[config.mk]
export PLATFORM = sky130hd
export DESIGN_NAME = button_conditioner
export DESIGN_NICKNAME = d
export VERILOG_FILES = /design/src/rtl/button_conditioner.sv
export SDC_FILE = /design/constraint.sdc
export NUM_CORES = 1
export LEC_CHECK = 0
export ABC_AREA = 1
export BUFFER_PORTS_ARGS = -buffer_cell sky130_fd_sc_hd__buf_2
export CORE_ASPECT_RATIO = 1.5
export CORE_MARGIN = 3
export CORE_UTILIZATION = 65
export CTS_BUF_LIST = sky130_fd_sc_hd__clkbuf_8
export DETAILED_ROUTE_END_ITERATION = 16
export PLACE_DENSITY = 0.8
export REMOVE_ABC_BUFFERS = 1
export SETUP_SLACK_MARGIN = 0.2
export SYNTH_ARGS = -nofsm -noshare
export SYNTH_HDL_FRONTEND = slang
export SYNTH_SLANG_ARGS = --single-unit
[constraint.sdc]
create_clock -name clk_100MHz -period 3.1 [get_ports clk_100MHz]
set_input_delay 0.31 -clock clk_100MHz [delete_from_list [all_inputs] [get_ports clk_100MHz]]
set_output_delay 0.31 -clock clk_100MHz [all_outputs]
set_load 0.01 [all_outputs]
[src/rtl/button_conditioner.sv]
// button_conditioner: synchronise, debounce and arbitrate three push-buttons into single-cycle press pulses
module button_conditioner #(
  parameter int DEBOUNCE_CYCLES = 1_000_000,
  parameter int CNT_W = 20,
  parameter int SYNC_STAGES = 2
) (
  input  logic       clk_100MHz,
  input  logic       reset,
  input  logic       btn_start_raw,
  input  logic       btn_prog_raw,
  input  logic       btn_regr_raw,
  output logic       start,
  output logic       progressive,
  output logic       regressive,
  output logic       conflict,
  output logic [2:0] held
);
  typedef enum logic [1:0] {IDLE, CHK_PRESS, PRESSED, CHK_REL} state_t;
  localparam logic [CNT_W-1:0] LAST = CNT_W'(DEBOUNCE_CYCLES - 1);
  if (DEBOUNCE_CYCLES < 2 || longint'(DEBOUNCE_CYCLES) > (longint'(1) << CNT_W) - 1) begin : g_bad_cnt
    $error("DEBOUNCE_CYCLES does not fit CNT_W");
  end
  if (SYNC_STAGES < 2 || SYNC_STAGES > 4) begin : g_bad_sync
    $error("SYNC_STAGES must be 2..4");
  end
  logic [2:0] raw, p;
  assign raw = {btn_start_raw, btn_prog_raw, btn_regr_raw};
  for (genvar g = 0; g < 3; g++) begin : g_ch
    logic [SYNC_STAGES-1:0] sy;
    logic [CNT_W-1:0] cnt;
    logic pr;
    logic s;
    state_t st;
    assign s = sy[SYNC_STAGES-1];
    assign p[g] = pr;
    assign held[g] = (st == PRESSED) || (st == CHK_REL);
    always_ff @(posedge clk_100MHz) begin
      if (reset) begin
        sy <= '0;
        cnt <= '0;
        pr <= 1'b0;
        st <= IDLE;
      end else begin
        sy <= {sy[SYNC_STAGES-2:0], raw[g]};
        pr <= 1'b0;
        cnt <= '0;
        case (st)
          IDLE: if (s) st <= CHK_PRESS;
          CHK_PRESS:
            if (!s) st <= IDLE;
            else if (cnt == LAST) begin
              st <= PRESSED;
              pr <= 1'b1;
            end else cnt <= cnt + 1'b1;
          PRESSED: if (!s) st <= CHK_REL;
          CHK_REL:
            if (s) st <= PRESSED;
            else if (cnt == LAST) st <= IDLE;
            else cnt <= cnt + 1'b1;
          default: st <= IDLE;
        endcase
      end
    end
  end
  // start always wins; a coincident direction request is dropped without flagging conflict
  always_ff @(posedge clk_100MHz) begin
    if (reset) begin
      start <= 1'b0;
      progressive <= 1'b0;
      regressive <= 1'b0;
      conflict <= 1'b0;
    end else begin
      start <= p[2];
      progressive <= p[1] & ~p[0] & ~p[2];
      regressive <= p[0] & ~p[1] & ~p[2];
      conflict <= p[1] & p[0] & ~p[2];
    end
  end
endmodule

### After elaboration in Yosys (flattened, before gate mapping)

Cells that the tools add are included.

| storage, ports and cells | value |
|---|---|
| register bits | 79 |
| output and inout port bits | 7 |
| logic and storage cells | 106 |

| cells by class | value |
|---|---|
| reductions and logical operators | 12 |
| mux-type cells | 36 |
| equality and inequality tests | 24 |
| bitwise logic cells | 15 |
| add/sub/neg operators | 3 |

Operators with widths:

| cell | number |
|---|---|
| two-way mux 20 bit | 9 |
| case mux 20 bit (2 select lines) | 3 |
| adder 20 x 1 -> 20 bit (second input constant) | 3 |
| equality test 20 bit (second input constant) | 3 |
| two-way mux 2 bit | 18 |
| case mux 2 bit (4 select lines) | 3 |
| equality test 2 bit (second input constant) | 6 |
| != test 2 bit (second input constant) | 6 |
| AND reduction 4 bit | 3 |
| != test 3 x 2 -> 1 bit (second input constant) | 3 |
| != test 3 bit (second input constant) | 3 |
| inverter 1 bit | 9 |
| OR reduction 3 bit | 3 |
| AND 1 bit | 6 |
| equality test 2 x 1 -> 1 bit (second input constant) | 3 |
| logical NOT 2 bit | 3 |
| logical OR 1 bit | 3 |
| two-way mux 1 bit | 3 |

### Depth between registers and ports, before layout

| logic depth | value |
|---|---|
| word-level depth | 4 |
| depth in mapped cells | 10 |
| gate-level depth less buffers | 9 |

### Worst setup path before layout

Ideal clock, no wire load.

| timing path | value |
|---|---|
| kind | register to register |
| start | register g_ch[0].cnt[0] |
| end | register g_ch[0].cnt[13] |
| cell stages (with the launch flop) | 10 |
| arrival time | 1290 ps |
| required time | 2984 ps |
| buffers on the path | 1 |
| slack | 1694 ps |
| clock period less this slack | 1406 ps |
| library setup time | 116 ps |
| cell sequence | dfxtp_1 > ha_1 > nand3_2 > nor2_1 > nand3_1 > nor2_4 > nor2_4 > inv_4 > buf_6 > nor2_1 |

| between the ends | value |
|---|---|
| longest elaborated chain between the ends | 4 |
| elaborated cells on any way between the ends | 6 |

Ends and longest elaborated chain:

| what | line | text |
|---|---|---|
| from (decl) | 30 | `logic [CNT_W-1:0] cnt;` |
| from (signal assigned) | 54 | `end else cnt <= cnt + 1'b1;` |
| from (signal assigned) | 59 | `else cnt <= cnt + 1'b1;` |
| adder 20 x 1 -> 20 bit or equality test 20 bit (tied branches) | - |  |
| two-way mux 20 bit (*) | 51, 58 |  |
| two-way mux 20 bit, on equally long branches | 57, 50 |  |
| case mux 20 bit (2 select lines) (*) | 47 | `case (st)` |

Mark *: on every way between the ends. The rest lies on a longest branch, timed or not.
A chain may end at the register's enable or synchronous reset.

==> qor.csv <==
metric,value,unit
Die X,67.6,um
Final GP Congestion,0.867,
Worst-Skew Late Latency,0.35,ns
initial DRC count,189,
simple-gate share of the synthesized area,0.379,
Routed Antenna Nets,0,
most frequent cell after synthesis,nor2_1,
Synth top cells by count,"nor2_1 (116), nand2_1 (98), dfxtp_1 (79), inv_1 (64), nand3_1 (31)",
Worst setup EP type,flop,
period utilisation layout,0.543,
final worst setup slack,1.42,ns
max_cap viols,0,
final count of hold timing violations,0,
Worst-path clk slew,0.09,ns
min-delay worst type,primary input to flop,
Die Y,98.5,um
Worst Path Arrival,1.93,ns
Port Buffer Count,11,
hold path start,btn_start_raw,
Worst EP required,3.35,ns
# resized after CTS,0,
DR WL/cell,12.6,um
CTS H-tree lvls,3,
Worst R2R Start,g_ch[2].cnt[0],
"top cells by area, synth","dfxtp_1 (43%), nor2_1 (12%), nand2_1 (9.9%)",
Fin Setup TNS,0,ns
post-synthesis cell area,3700,um2
fmax,0.594,GHz
final setup vio count,0,
sequential area share after synthesis,0.427,
GRT Overall Usage,0.258,
launch point of the critical path,g_ch[2].cnt[0],
root buffer cell,clkbuf_8,
relative max-transition margin,0.750,
die area,6660,um2
Final nets,542,
run status,completed,
xor and xnor area share after synthesis,0.0686,
final core occ,0.727,
mux contribution to synthesized area,0,
Post-synth EDFFs,0,
vias,3285,
Clock Sinks,79,
drt via density,5.39,
worst IR drop on VDD,0.381,mV
io pins,12,
Area Overhead vs Synth,7.74,%
TritonCTS Buffers,9,
"Max FO, Critical Path",7,
Yosys cell types,33,
TritonCTS clock tree,yes,
post-layout min period,1.68,ns
Synth Area per Inst,7.14,um2
Worst Skew,0.0128,ns
"wirelength, routed",7660,um
Worst Setup Path Type,flop to flop,
Critical Path Start Type,flop,
worst slew pin tran,0.373,ns
largest net degree at the start of global routing,17,
wire length of the first global-routing pass,13600,um
postcts setup bufs,0,
hpwl dp,5760,um
Compound-Gate Fraction of Synth Area,0.0345,
PD cells,444,nW/um2
GRT overflow,0,
"Top FF cell, synth",dfxtp_1,
largest family of logic cells by synthesized area,simple AND/OR/NAND/NOR gates,
post-synth top area cell,dfxtp_1,
adder-cell share of the synthesized area,0.0101,
antenna violations before repair,0,
share of the synthesized area in the top cell type,0.427,
dpl cell area,3800,um2
Lkg Pwr,0.00141,uW
share of layout cells above drive strength 1,0.0853,
Syn. warnings,0,
maximum clock path buffer count,2,
Tot Pwr,1770,uW
Initial Util,0.674,
number of remaining DRC errors,0,
fin. max-slew vios,0,
fin area,3990,um2
Cells after Synth,519,
vias in the first global route,3310,
RSZ-0062 raised after global routing,no,
detailed-router iteration count before antenna repair,5,
Yosys reg bits,79,
pre-CTS setup slack,1.48,ns
ys async rst share,0,
# diodes,0,
"Hold-fix buffers, CTS",0,
CORE AREA,5490,um2
Cell Rows,33,
==> state kept, by name, summed over array words and instances, names as in the netlist, named ones only <==
name         flops
g_ch.cnt        60
g_ch.sy          6
g_ch.pr          3
g_ch.st          3
conflict         1
progressive      1
regressive       1
start            1
==> cell families (layout without fill, tap and decap cells) <==
kind of cell	after synthesis	after routing
AOI/OAI and AO/OA	22	22
xor gates and xnor gates	29	29
adders and majority gates	3	3
buffers and inverters	75	95
DFF	79	79
and+or+nand+nor	311	311
==> final cells by class <==
cell class | instances | area (um2)
repair buffers | 11 | 55.1
fillers | 458 | 1500
multi-input cells | 365 | 1820
inverters | 68 | 259
clock buffers | 9 | 124
flip-flops and latches | 79 | 1580
well taps | 70 | 87.6
clock inverters | 7 | 61.3
==> layout by cell type, fill, tap and decap left out, types with 3 or more instances in the layout <==
master / instances
nor2_1: 116
nand2_1: 98
dfxtp_1: 79
inv_1: 64
nand3_1: 31
nor3_1: 24
xor2_1: 20
nand4_1: 16
buf_2: 11
xnor2_1: 9
clkbuf_8: 9
a21oi_1: 7
a31oi_1: 6
nor4_1: 6
o21ai_0: 4
nand3_2: 4
nor2_4: 4
nor3b_1: 3
nor3_2: 3
ha_1: 3
inv_6: 3
==> layer usage <==
layer | share of wire | global-route usage | wire (um)
met3 | 0.033 | 0.0410 | 250
met2 | 0.56 | 0.489 | 4270
met5 | 0 | 0 | 0
met4 | 0.024 | 0.102 | 183
met1 | 0.39 | 0.266 | 2950
==> per-stage QoR <==
stage                     hold slack [ns]  instances
final                               0.154        609
after global routing                0.149        609
after CTS                           0.145        609
after detailed placement            0.395        593
after global placement              0.397        593
after floorplan                     0.381        512
==> where the power goes <==
group	total (uW)	internal [uW]	switching [uW]
Sequential	1030	1020	5.87
Combinational	31.9	11.4	20.4
Clock	712	306	407
Total	1770	1340	433
==> worst max-delay path: stages, from the launching register on <==
cell	delay (ns)
dfxtp_1	0.45
ha_1	0.24
nand3_2	0.13
nor2_1	0.13
nand3_1	0.14
nand2_1	0.24
nand3_1	0.12
nand2_1	0.09
nor2_1	0.05
==> worst paths after layout <==
| path | to | slack [ns] | cells after the start |
|---|---|---|---|
| hold reg to reg | g_ch[0].sy[1] | 0.40 | 2 |
| setup / recovery | flop | 1.42 | 8 |
| hold / removal | g_ch[2].sy[0] | 0.15 | 3 |
| setup reg to reg | flop | 1.42 | 8 |
Note: power is estimated with default switching activity, not from simulation.
